`src/rtl/alu_addsub_pipe_if.sv`:
```
// Handshake and operand/result bundle for the pipelined add/subtract ALU.
// The master drives operands and consumes results. The slave is the ALU.
interface alu_addsub_pipe_if #(
  parameter int WIDTH = 16
);
  logic             in_valid;
  logic             in_ready;
  logic [1:0]       op;
  logic [WIDTH-1:0] a;
  logic [WIDTH-1:0] b;
  logic             out_valid;
  logic             out_ready;
  logic [WIDTH-1:0] s;
  logic             n;
  logic             v;
  logic             z;
  logic             c;
  logic             clr_sticky;
  logic             ovf_sticky;

  modport master (
    output in_valid, op, a, b, out_ready, clr_sticky,
    input  in_ready, out_valid, s, n, v, z, c, ovf_sticky
  );

  modport slave (
    input  in_valid, op, a, b, out_ready, clr_sticky,
    output in_ready, out_valid, s, n, v, z, c, ovf_sticky
  );
endinterface

```
`src/rtl/alu_addsub_pipe.sv`:
```
// Pipelined two's-complement add/subtract ALU with optional saturation.
// A subtract reuses the adder as a + ~b + 1.
// With PIPE=2, the lower half-sum and its carry are registered first.
// The upper half, saturation and flags are then finished in the output stage.
// The whole pipe advances on one global enable, so a stalled output freezes every stage.
module alu_addsub_pipe #(
  parameter int WIDTH = 16,
  parameter int PIPE  = 2,
  parameter int SAT   = 1
) (
  input  logic               clk,
  input  logic               rst,
  alu_addsub_pipe_if.slave   bus
);
  localparam int H = WIDTH / 2;

  logic             en;
  logic             accept;

  logic [H-1:0]     lo_sum;
  logic             lo_carry;

  logic             fin_valid;
  logic [H-1:0]     fin_lo_sum;
  logic             fin_lo_carry;
  logic [H-1:0]     fin_a_hi;
  logic [H-1:0]     fin_b_hi;
  logic [1:0]       fin_op;

  logic [H-1:0]     b_hi_eff;
  logic [H-1:0]     hi_sum;
  logic             raw_c;
  logic             raw_v;
  logic [WIDTH-1:0] fin_s;

  logic             out_valid_q, out_valid_d;
  logic [WIDTH-1:0] s_q, s_d;
  logic             n_q, n_d;
  logic             v_q, v_d;
  logic             z_q, z_d;
  logic             c_q, c_d;
  logic             ovf_sticky_q, ovf_sticky_d;

  assign en       = ~out_valid_q | bus.out_ready;
  assign accept   = bus.in_valid & en;
  assign bus.in_ready = en;

  // Lower half of the adder, with the subtract carry-in injected at bit 0.
  always_comb begin
    logic [H-1:0] b_lo_eff;
    b_lo_eff = bus.op[0] ? ~bus.b[H-1:0] : bus.b[H-1:0];
    {lo_carry, lo_sum} = {1'b0, bus.a[H-1:0]} + {1'b0, b_lo_eff}
                       + {{H{1'b0}}, bus.op[0]};
  end

  generate
    if (PIPE == 2) begin : g_two_stage
      logic         st1_valid_q, st1_valid_d;
      logic [H-1:0] st1_lo_sum_q, st1_lo_sum_d;
      logic         st1_lo_carry_q, st1_lo_carry_d;
      logic [H-1:0] st1_a_hi_q, st1_a_hi_d;
      logic [H-1:0] st1_b_hi_q, st1_b_hi_d;
      logic [1:0]   st1_op_q, st1_op_d;

      // Stage 1 captures new operands only on acceptance.
      // Its valid bit follows upstream whenever the pipe advances, so bubbles propagate.
      always_comb begin
        st1_valid_d    = en ? bus.in_valid : st1_valid_q;
        st1_lo_sum_d   = accept ? lo_sum : st1_lo_sum_q;
        st1_lo_carry_d = accept ? lo_carry : st1_lo_carry_q;
        st1_a_hi_d     = accept ? bus.a[WIDTH-1:H] : st1_a_hi_q;
        st1_b_hi_d     = accept ? bus.b[WIDTH-1:H] : st1_b_hi_q;
        st1_op_d       = accept ? bus.op : st1_op_q;
      end

      // Stage 1 register bank.
      always_ff @(posedge clk or posedge rst) begin
        if (rst) begin
          st1_valid_q    <= 1'b0;
          st1_lo_sum_q   <= '0;
          st1_lo_carry_q <= 1'b0;
          st1_a_hi_q     <= '0;
          st1_b_hi_q     <= '0;
          st1_op_q       <= '0;
        end else begin
          st1_valid_q    <= st1_valid_d;
          st1_lo_sum_q   <= st1_lo_sum_d;
          st1_lo_carry_q <= st1_lo_carry_d;
          st1_a_hi_q     <= st1_a_hi_d;
          st1_b_hi_q     <= st1_b_hi_d;
          st1_op_q       <= st1_op_d;
        end
      end

      assign fin_valid    = st1_valid_q;
      assign fin_lo_sum   = st1_lo_sum_q;
      assign fin_lo_carry = st1_lo_carry_q;
      assign fin_a_hi     = st1_a_hi_q;
      assign fin_b_hi     = st1_b_hi_q;
      assign fin_op       = st1_op_q;
    end else begin : g_one_stage
      assign fin_valid    = bus.in_valid;
      assign fin_lo_sum   = lo_sum;
      assign fin_lo_carry = lo_carry;
      assign fin_a_hi     = bus.a[WIDTH-1:H];
      assign fin_b_hi     = bus.b[WIDTH-1:H];
      assign fin_op       = bus.op;
    end
  endgenerate

  // Upper half of the adder, overflow detection and clamping.
  // Overflow is judged against the effective B operand.
  // That makes one rule cover both add and subtract.
  always_comb begin
    b_hi_eff = fin_op[0] ? ~fin_b_hi : fin_b_hi;
    {raw_c, hi_sum} = {1'b0, fin_a_hi} + {1'b0, b_hi_eff}
                    + {{H{1'b0}}, fin_lo_carry};
    raw_v = (fin_a_hi[H-1] == b_hi_eff[H-1]) && (hi_sum[H-1] != fin_a_hi[H-1]);
    fin_s = {hi_sum, fin_lo_sum};
    if ((SAT != 0) && fin_op[1] && raw_v) begin
      fin_s = fin_a_hi[H-1] ? {1'b1, {(WIDTH-1){1'b0}}} : {1'b0, {(WIDTH-1){1'b1}}};
    end
  end

  // Output stage loads a finished result when the pipe advances.
  // The sticky overflow is set by a transferring overflowed result.
  // A set wins over a simultaneous clear.
  always_comb begin
    logic load;
    load         = en & fin_valid;
    out_valid_d  = en ? fin_valid : out_valid_q;
    s_d          = load ? fin_s : s_q;
    n_d          = load ? fin_s[WIDTH-1] : n_q;
    z_d          = load ? (fin_s == '0) : z_q;
    v_d          = load ? raw_v : v_q;
    c_d          = load ? raw_c : c_q;
    ovf_sticky_d = (out_valid_q & bus.out_ready & v_q)
                 | (ovf_sticky_q & ~bus.clr_sticky);
  end

  // Output and sticky register bank.
  always_ff @(posedge clk or posedge rst) begin
    if (rst) begin
      out_valid_q  <= 1'b0;
      s_q          <= '0;
      n_q          <= 1'b0;
      v_q          <= 1'b0;
      z_q          <= 1'b0;
      c_q          <= 1'b0;
      ovf_sticky_q <= 1'b0;
    end else begin
      out_valid_q  <= out_valid_d;
      s_q          <= s_d;
      n_q          <= n_d;
      v_q          <= v_d;
      z_q          <= z_d;
      c_q          <= c_d;
      ovf_sticky_q <= ovf_sticky_d;
    end
  end

  assign bus.out_valid  = out_valid_q;
  assign bus.s          = s_q;
  assign bus.n          = n_q;
  assign bus.v          = v_q;
  assign bus.z          = z_q;
  assign bus.c          = c_q;
  assign bus.ovf_sticky = ovf_sticky_q;
endmodule

```
`src/flat_wrapper.sv`:
```
// flat-port wrapper written by rule: the top's interface ports become plain ports
module alu_addsub_pipe_flat 
#(
  parameter int WIDTH = 16,
  parameter int PIPE  = 2,
  parameter int SAT   = 1
)
  (clk, rst, bus_in_valid, bus_op, bus_a, bus_b, bus_out_ready, bus_clr_sticky, bus_in_ready, bus_out_valid, bus_s, bus_n, bus_v, bus_z, bus_c, bus_ovf_sticky);
  alu_addsub_pipe_if #(.WIDTH(WIDTH)) bus_i ();
  input  logic clk;
  input  logic rst;
  input wire logic [$bits(bus_i.in_valid)-1:0] bus_in_valid;
  input wire logic [$bits(bus_i.op)-1:0] bus_op;
  input wire logic [$bits(bus_i.a)-1:0] bus_a;
  input wire logic [$bits(bus_i.b)-1:0] bus_b;
  input wire logic [$bits(bus_i.out_ready)-1:0] bus_out_ready;
  input wire logic [$bits(bus_i.clr_sticky)-1:0] bus_clr_sticky;
  output wire logic [$bits(bus_i.in_ready)-1:0] bus_in_ready;
  output wire logic [$bits(bus_i.out_valid)-1:0] bus_out_valid;
  output wire logic [$bits(bus_i.s)-1:0] bus_s;
  output wire logic [$bits(bus_i.n)-1:0] bus_n;
  output wire logic [$bits(bus_i.v)-1:0] bus_v;
  output wire logic [$bits(bus_i.z)-1:0] bus_z;
  output wire logic [$bits(bus_i.c)-1:0] bus_c;
  output wire logic [$bits(bus_i.ovf_sticky)-1:0] bus_ovf_sticky;
  assign bus_i.in_valid = bus_in_valid;
  assign bus_i.op = bus_op;
  assign bus_i.a = bus_a;
  assign bus_i.b = bus_b;
  assign bus_i.out_ready = bus_out_ready;
  assign bus_i.clr_sticky = bus_clr_sticky;
  assign bus_in_ready = bus_i.in_ready;
  assign bus_out_valid = bus_i.out_valid;
  assign bus_s = bus_i.s;
  assign bus_n = bus_i.n;
  assign bus_v = bus_i.v;
  assign bus_z = bus_i.z;
  assign bus_c = bus_i.c;
  assign bus_ovf_sticky = bus_i.ovf_sticky;
  alu_addsub_pipe #(.WIDTH(WIDTH), .PIPE(PIPE), .SAT(SAT)) u_core (.clk(clk), .rst(rst), .bus(bus_i));
endmodule
```
`config.mk`:
```
export PLATFORM = sky130hd
export DESIGN_NAME = alu_addsub_pipe_flat
export DESIGN_NICKNAME = d
export VERILOG_FILES = /design/src/rtl/alu_addsub_pipe_if.sv /design/src/rtl/alu_addsub_pipe.sv /design/src/flat_wrapper.sv
export SDC_FILE = /design/constraint.sdc
export NUM_CORES = 1
export LEC_CHECK = 0
export BUFFER_PORTS_ARGS = -buffer_cell sky130_fd_sc_hd__buf_2
export CORE_MARGIN = 2
export CORE_UTILIZATION = 54
export CTS_CLUSTER_SIZE = 14
export DETAILED_ROUTE_END_ITERATION = 8
export GPL_TIMING_DRIVEN = 0
export MAX_ROUTING_LAYER = met4
export PLACE_DENSITY_LB_ADDON = 0.05
export RECOVER_POWER = 100
export SLEW_MARGIN = 15
export SYNTH_ARGS = -nofsm -noshare
export SYNTH_HDL_FRONTEND = slang
export SYNTH_SLANG_ARGS = --single-unit
```
`constraint.sdc`:
```
create_clock -name clk -period 3.52 [get_ports clk]
set_input_delay 0.704 -clock clk [delete_from_list [all_inputs] [get_ports clk]]
set_output_delay 0.704 -clock clk [all_outputs]
set_load 0.03 [all_outputs]
```
[Word level (Yosys, flattened, before mapping)]
Index checks and enable logic that the tools add are counted.
W data, S select, Z words.
Word-level totals
  register bits: 50
  output and inout port bits: 23
  input bits: 39
  logic and storage cells: 37
Cells by class
  bitwise operators: 11
  muxes and demuxes: 4
  equality and inequality tests: 2
  reduce and logical (&&, ||, !) cells: 3
  add/sub/neg operators: 4
Operators by type and width (count)
  $mux W16: 2
  $add A8 B8 Y9: 2
  $add A9 B1 Y9: 2
  $logic_not A16 Y1: 1
  $mux W8: 2
  $not A8 Y8: 2
  $and A1 B1 Y1: 5
  $logic_and A1 B1 Y1: 2
  $not A1 Y1: 2
  $or A1 B1 Y1: 2
  $eq A1 B1 Y1: 1
  $ne A1 B1 Y1: 1

[Depth between registers and ports, before layout]
Gate-level depths: netlist (run 1).
  word-level depth: 9
  depth in mapped cells: 11
  depth with buffers taken out: 10

[Least setup slack after synthesis (run 1)]
OpenSTA, ideal clock, no wires.
  path kind: flip-flop to flip-flop
  start: reg u_core.g_two_stage.st1_op_q[0] (netlist: u_core.fin_op[0])
  end: reg u_core.s_q[0] (netlist: u_core.bus.s[0])
  data arrival time: 2744 ps
  path buffers: 3
  period minus slack after synthesis: 2881 ps
  data required time: 3383 ps
  path slack: 639 ps
  cell stages (with the launch flop): 12
  cell sequence: dfrtp_1 > clkbuf_1 > xor2_1 > ha_1 > nor2b_1 > o31a_1 > o31a_1 > or4_1 > clkbuf_1 > buf_2 > nand3_1 > a21oi_1
On the way
  longest elaborated chain between the ends: 7
  elaborated cells on any way between the ends: 8
Ends and longest elaborated chain
  start: declaration: RTL line alu_addsub_pipe.sv:63  | logic [1:0] st1_op_q, st1_op_d;
  start signal: assignment: RTL line alu_addsub_pipe.sv:91  | st1_op_q <= st1_op_d;
  $mux W8 (*): RTL line alu_addsub_pipe.sv:115  | b_hi_eff = fin_op[0] ? ~fin_b_hi : fin_b_hi;
  $add A8 B8 Y9: RTL line alu_addsub_pipe.sv:116  | {raw_c, hi_sum} = {1'b0, fin_a_hi} + {1'b0, b_hi_eff}
  $add A9 B1 Y9: RTL line alu_addsub_pipe.sv:117  | + {{H{1'b0}}, fin_lo_carry};
  $ne A1 B1 Y1: RTL line alu_addsub_pipe.sv:118  | raw_v = (fin_a_hi[H-1] == b_hi_eff[H-1]) && (hi_sum[H-1] != fin_a_hi[H-1]);
  $logic_and A1 B1 Y1 (*): RTL line alu_addsub_pipe.sv:118
  $logic_and A1 B1 Y1 (*): RTL line alu_addsub_pipe.sv:120  | if ((SAT != 0) && fin_op[1] && raw_v) begin
  $mux W16 (*): RTL line alu_addsub_pipe.sv:120
  end signal: assignment: RTL line alu_addsub_pipe.sv:145  | s_q <= '0;
  end signal: assignment: RTL line alu_addsub_pipe.sv:153  | s_q <= s_d;
  end: declaration: RTL line alu_addsub_pipe.sv:37  | logic [WIDTH-1:0] s_q, s_d;
Mark *: on every way between the ends. The rest lies on a longest branch, timed or not.
A chain may end at the register's enable or synchronous reset.

[Worst setup path in the final report (run 1)]
  start: reg u_core.g_two_stage.st1_op_q[0] (netlist: u_core.fin_op[0])
  end: reg u_core.s_q[10] (netlist: u_core.bus.s[10])
On the way
  longest elaborated chain between the ends: 7
  elaborated cells on any way between the ends: 8
Ends and longest elaborated chain (RTL line)
  $mux W8 (*): alu_addsub_pipe.sv:115
  $add A8 B8 Y9: alu_addsub_pipe.sv:116
  $add A9 B1 Y9: alu_addsub_pipe.sv:117
  $ne A1 B1 Y1: alu_addsub_pipe.sv:118
  $logic_and A1 B1 Y1: alu_addsub_pipe.sv:118
  $logic_and A1 B1 Y1: alu_addsub_pipe.sv:120
  $mux W16 (*): alu_addsub_pipe.sv:120
Marked as above.

==> results of run 1 <==
worst max path at each step:
| stage | from | to | slack [ns] | cells after the start |
|---|---|---|---|---|
| 2_1_floorplan | u_core.fin_op[0] | u_core.bus.s[0] | 0.64 | 11 |
| 3_3_place_gp | u_core.fin_op[0] | u_core.bus.s[10] | 0.37 | 11 |
| 3_5_place_dp | u_core.fin_op[0] | u_core.bus.s[1] | 0.33 | 10 |
| 4_1_cts | u_core.fin_op[0] | u_core.bus.s[1] | 0.31 | 10 |
| 5_1_grt | u_core.fin_op[0] | u_core.bus.s[5] | 0.15 | 9 |
| 6_report | u_core.fin_op[0] | u_core.bus.s[10] | 0.44 | 10 |
final cells by class:
cell class,count,area (sq um),area share
Buffer,12,50.05,0.01559
Clock buffer,5,68.82,0.02144
Clock inverter,3,17.52,0.005458
Inverter,13,48.80,0.01520
Multi-Input combinational cell,205,1436,0.4476
Sequential cell,49,1226,0.3821
Tap cell,70,87.58,0.02729
Timing Repair Buffer,61,274.0,0.08538
cell families after synthesis:
family                   share of synthesized area
adder cells (fa/ha/maj)                    0.08488
AND/OR/NAND/NOR                             0.1255
AO/OA/AOI/OAI                               0.1431
buffers and inverters                      0.03748
multiplexers                               0.08127
XOR/XNOR                                   0.08533
flip-flops                                  0.4424
what timing repair did:
action / 4_1_cts / 5_1_grt
gates resized for setup: 0 / 0
buffers inserted: 0 / 0
endpoints found under the setup margin: 0 / 6
state kept, by name, indices dropped and copies added (netlist names):
register               cells
u_core.bus.c               1
u_core.bus.n               1
u_core.bus.out_valid       1
u_core.bus.ovf_sticky      1
u_core.bus.s              15
u_core.bus.v               1
u_core.bus.z               1
u_core.fin_a_hi            8
u_core.fin_b_hi            8
u_core.fin_lo_carry        1
u_core.fin_lo_sum          8
u_core.fin_op              2
u_core.fin_valid           1
layer usage:
layer,global-route usage,vias up
met2,0.3333,71
met4,0.05458,0
met5,-,-
li1,-,1110
met3,0.03968,2
met1,0.3096,992
per-stage QoR:
stage / total power (W) / cell area [sq um] / worst slack (ns)
after floorplan: 0.001743 / 2771 / 0.6388
after global placement: 0.002033 / 3159 / 0.3738
after detailed placement: 0.002059 / 3179 / 0.3301
after CTS: 0.002393 / 3266 / 0.3111
after global routing: 0.002550 / 3209 / 0.1547
final: 0.002344 / 3209 / 0.4370
cell usage in the layout (no fill, tap or decap), types with 7 or more instances in the layout:
master     n
dfrtp_1   49
buf_2     37
clkbuf_1  35
a21oi_1   23
nor2_1    23
nand2_1   21
mux2_2    20
xor2_1    20
o21ai_0   16
ha_1      14
inv_1     13
nand3_1   13
xnor2_1    7
worst register-to-register path, delay by kind of cell, from the launching register on:
kind | cells | cell delay, ns
AOI/OAI and AO/OA | 3 | 0.79
xor gates and xnor gates | 1 | 0.29
adders and majority gates | 1 | 0.27
buffers and inverters | 2 | 0.41
DFF | 1 | 0.61
and+or+nand+nor | 3 | 0.62
power by group through the flow:
| stage | Clock, W | Sequential [W] | Combinational [W] |
|---|---|---|---|
| 6_report | 0.000324 | 0.000848 | 0.00117 |
| 5_1_grt | 0.000359 | 0.000873 | 0.00132 |
| 4_1_cts | 0.000335 | 0.000838 | 0.00122 |
| 3_5_place_dp | 0 | 0.000851 | 0.00121 |
| 3_3_place_gp | 0 | 0.000841 | 0.00119 |
| 2_1_floorplan | 0 | 0.00104 | 0.000704 |
==> summary.txt, run 1 <==
Post-route antenna net violation count = 0
DRT Pass-1 Iters = 5
Starting density of the core = 0.5496
Met1 WL = 2.665 mm
Vias per cell = 5.203
Die Ht = 75.64 microns
Mapped cell area = 2771 sq um
Drt total wl = 5.544 mm
Power Internal = 0.001297 W
CP top delay family = compound AO/OA/AOI/OAI gates
Min-Delay Path Depth = 2
Final Hold Viols = 0
First-pass GRT wire length = 9.328 mm
Max_cap viols = 0
Worst hold endpoint = u_core.bus.s[10]
Worst hold slack = 0.4855 ns
Req. time, crit path = 3.71 ns
Critical path launch point type = flop
Count leader, synth = dfrtp_1
Ant diodes = 0
Io pins = 62
Primary FF master, synth = dfrtp_1
Psw = 0.001047 W
Grt ovf = 0
Largest net degree at the start of global routing = 29
Worst path max stage delay = 0.61 ns
RSZ-0062 raised after global routing = no
Highest routed layer = met4
Reg-to-reg critical path endpoint = u_core.bus.s[10]
Number of global-route vias before repair = 2001
Status = completed
Met2 wire length = 2.560 mm
Inst Count DP = 411
CP Capture Type = flop
Post-Syn Nets = 336
Final RePlAce weighted congestion = 0.8791
Clock share of power = 0.138
Worst r2r src = u_core.fin_op[0]
Die area = 5721 sq um
Final net count = 403
Max-slew headroom = 0.01289
WS Path Type = flop to flop
Critical path cell sequence = xor2_1 > ha_1 > nor2b_1 > o31a_1 > o31a_1 > or4_1 > clkbuf_1 > clkbuf_1 > o2111ai_1 > nand2_1
Clock Pin Slew Worst Setup and Hold Paths = 0.09 ns
Switch share = 0.4466
P per Cell Area = 730.5 nW/um^2
CTS Hold Bufs = 0
DR vias = 2175
Filler Cell Count = 450
Sequential fraction of the synthesis area = 0.4424
Layout area overhead = 15.80%
Post-synth EDFFs = 0
CTS tree = built
Distinct cell type count after synthesis = 41
Synth top cells by count = dfrtp_1 (49), a21oi_1 (23), nor2_1 (23), nand2_1 (21)
Avg WL per Cell = 13.26 microns
Register-to-register setup slack = 0.44 ns
Maximum vdd drop = 0.0003164 V
Slowest CP cell = dfrtp_1
Max frequency = 324.4 MHz
H-tree depth = 2
Final Skew = 0.009551 ns
Worst-path fanout max = 10
Buf+Inv Stages, Crit Path = 2
Worst Max-Slew Pin Slew = 1.481 ns
Starting DRT DRC Count = 183
Final period util = 0.8759
Non-Filler Instances = 418
Gate power share = 0.500
Mapped Cells = 280
Hold_sp = u_core.bus.s[10]
Core Region = 5042 sq um
Initial antenna violation count = 0
Max Slew Vio Count = 0
Leak Pwr = 1.448 nW
Hold/Removal Path Class = flop to flop
Post-layout util = 0.6365
Yosys warns = 0
Die Width = 75.64 microns
Number of core rows = 26
Skew-Pair Late Insertion Delay = 0.30 ns
Final setup fails = 0
Post-synthesis async set-or-reset flop share = 1.000
Final HPWL from detailed placement = 4.316 mm
Largest cells by area after synthesis = dfrtp_1 (44%), mux2_2 (8.1%), ha_1 (6.3%)
WP data arrival = 3.27 ns
Register share of total power = 0.362
Max clock buf depth = 2
Fin crit period = 3.083 ns
Metal3 WL = 284 microns
Port Buf Inserts = 60
Aggregate global-route resource usage = 0.2206
DRC = 0
Flops & latches, synth = 49
Reg2Reg Depth = 10
Root Driver = clkbuf_8
Post-synth top area share = 0.4424
Num CTS Buffers = 5
Mapped Avg Cell Area = 9.898 sq um
Clock sink count = 49
Synth area leader = dfrtp_1
Share of cells above drive strength 1 = 0.1983
Fin Setup TNS = 0 ns
Note: power is estimated with default switching activity, not from simulation.
==> run 2: changes to the inputs <==
--- a/config.mk
+++ b/config.mk
@@ -6,11 +6,12 @@
 export NUM_CORES = 1
 export LEC_CHECK = 0
 export BUFFER_PORTS_ARGS = -buffer_cell sky130_fd_sc_hd__buf_2
+export CAP_MARGIN = 20
 export CORE_MARGIN = 2
-export CORE_UTILIZATION = 54
+export CORE_UTILIZATION = 45
 export CTS_CLUSTER_SIZE = 14
 export DETAILED_ROUTE_END_ITERATION = 8
-export GPL_TIMING_DRIVEN = 0
+export GPL_TIMING_DRIVEN = 1
 export MAX_ROUTING_LAYER = met4
 export PLACE_DENSITY_LB_ADDON = 0.05
 export RECOVER_POWER = 100
==> run 2 against run 1 <==
Against the previous run: the run now ends with capacitance limit, slew limit left; via count is 1.6% lower; non-clock buffer count shrank 9; sequential power hardly changed; worst setup slack improved by 0.0039 ns; die area is 19% higher; first-iteration DRC count decreased by 25%; sequential cell count stayed put; register-to-register slack about the same; global-route usage fell by 3.8 points; clock skew fell by 0.0047 ns; hold slack gained 0.0010 ns; highest routed layer unchanged.
==> summary.txt, run 2 (synthesized netlist as in run 1, its figures left out) <==
Status = complete, but fails checks
Failing checks = capacitance limit, slew limit
DRC = 0
Io pins = 62
Register share of total power = 0.364
Largest net degree at the start of global routing = 50
P per Cell Area = 730.8 nW/um^2
Final worst slack = 0.4409 ns
Critical path cell sequence = xor2_1 > ha_1 > nor2b_1 > o31a_1 > o31a_1 > or4_1 > o211a_1 > o31ai_1
Overall power = 0.002331 W
Drt total wl = 5.479 mm
DRT Pass-1 Iters = 4
Req. time, crit path = 3.73 ns
Die Ht = 82.48 microns
Max Slew Vio Count = 88
Share of cells above drive strength 1 = 0.2094
Post-layout util = 0.5387
Layout area overhead = 15.08%
Core Region = 5921 sq um
Worst Max-Slew Pin Slew = 2.133 ns
Power Internal = 0.001295 W
Num CTS Buffers = 5
Leak Pwr = 1.434 nW
Resize count post-CTS = 0
CP Capture Type = flop
Final period util = 0.8747
CTS Hold Bufs = 0
Starting density of the core = 0.4681
Filler Cell Count = 587
Final HPWL from detailed placement = 4.128 mm
Final Hold Viols = 0
RSZ-0062 raised after global routing = no
Hold/Removal Path Class = flop to flop
CTS tree = built
Fin crit period = 3.079 ns
H-tree depth = 2
WS Path Type = flop to flop
Number of core rows = 28
Max_cap viols = 2
Psw = 0.001035 W
Max frequency = 324.8 MHz
Commonest non-fill, non-tap cell in the layout = dfrtp_1
Final RePlAce weighted congestion = 0.7602
Gate power share = 0.495
Worst path max stage delay = 0.67 ns
Final net count = 394
Final Skew = 0.004842 ns
Final setup fails = 0
Max reg flops = 15
Aggregate global-route resource usage = 0.1828
Top cell by count, worst path = o31a_1
Vias per cell = 5.169
Die Width = 82.48 microns
Post-route antenna net violation count = 0
Most frequent cells in the layout = dfrtp_1 (49), buf_2 (38), clkbuf_1 (25), a21oi_1 (23), nor2_1 (23)
Die area = 6802 sq um
DR vias = 2140
Port Buf Inserts = 61
Max clock buf depth = 2
Initial antenna violation count = 0
Max-slew headroom = -0.4296
Clock share of power = 0.141
Post-CTS setup buffer count = 0
Clock sink count = 49
Avg WL per Cell = 13.23 microns
Fin Setup TNS = 0 ns
Switch share = 0.4442
Worst-path fanout max = 15
WP data arrival = 3.29 ns
Starting DRT DRC Count = 137
Root Driver = clkbuf_8
Critical path launch point type = flop
Maximum vdd drop = 0.0003642 V
Grt ovf = 0
Number of global-route vias before repair = 2006
Pre-CTS setup slack = 0.4825 ns
First-pass GRT wire length = 9.328 mm
Ant diodes = 0
Slowest CP cell = or4_1
Clock Pin Slew Worst Setup and Hold Paths = 0.09 ns
Skew-Pair Late Insertion Delay = 0.30 ns
==> run 2: final timing paths <==
kind | start | end | slack [ns] | depth (start not counted)
max reg2reg | u_core.fin_op[0] | u_core.bus.z | 0.44 | 8
min reg2reg | u_core.bus.z | u_core.bus.z | 0.49 | 2
max in group asynchronous | rst | u_core.fin_op[1] | 1.59 | 2
max | u_core.fin_op[0] | u_core.bus.z | 0.44 | 8
min in group asynchronous | rst | u_core.fin_b_hi[1] | 0.96 | 2
min | u_core.bus.z | u_core.bus.z | 0.49 | 2
==> run 2: worst max-delay path: cells and delay by family, from the launching register on <==
kind | cells | cell delay [ns]
flip-flops | 1 | 0.59
AND/OR/NAND/NOR | 2 | 0.81
XOR/XNOR | 1 | 0.28
AO/OA/AOI/OAI | 4 | 1.03
adder cells (fa/ha/maj) | 1 | 0.27
==> run 2: cell type report <==
class                           instances  area (sq um)  share of cell area
Clock buffer                            6         72.57             0.02275
Clock inverter                          2         15.01            0.004708
Sequential cell                        49          1226              0.3845
Multi-Input combinational cell        205          1436              0.4504
Inverter                               13         50.05             0.01569
Tap cell                               75         93.84             0.02942
Timing Repair Buffer                   64         295.3             0.09259
==> run 2: power by group through the flow <==
stage	logic, W	registers, W	clock network (W)
after floorplan	0.000704	0.00104	0
after global placement	0.00118	0.000854	0
after detailed placement	0.00119	0.000861	0
after CTS	0.00119	0.000849	0.000343
after global routing	0.00130	0.000875	0.000366
final	0.00115	0.000849	0.000328
==> run 2: per-layer routing <==
layer,routed length [microns],up-vias,share of wire,GRT usage
li1,-,1089,-,-
met1,2836,991,0.52,0.2628
met2,2295,55,0.42,0.2677
met3,297,5,0.054,0.03587
met4,50,0,0.0091,0.04000
met5,0,-,0,-
==> run 2: stage by stage <==
stage	instance area (sq um)	hold slack, ns	instances
floorplan	2771	0.4507	280
global placement	3138	0.4687	406
detailed placement	3138	0.4721	406
CTS	3226	0.4928	414
global route	3189	0.5307	414
finish	3189	0.4865	414
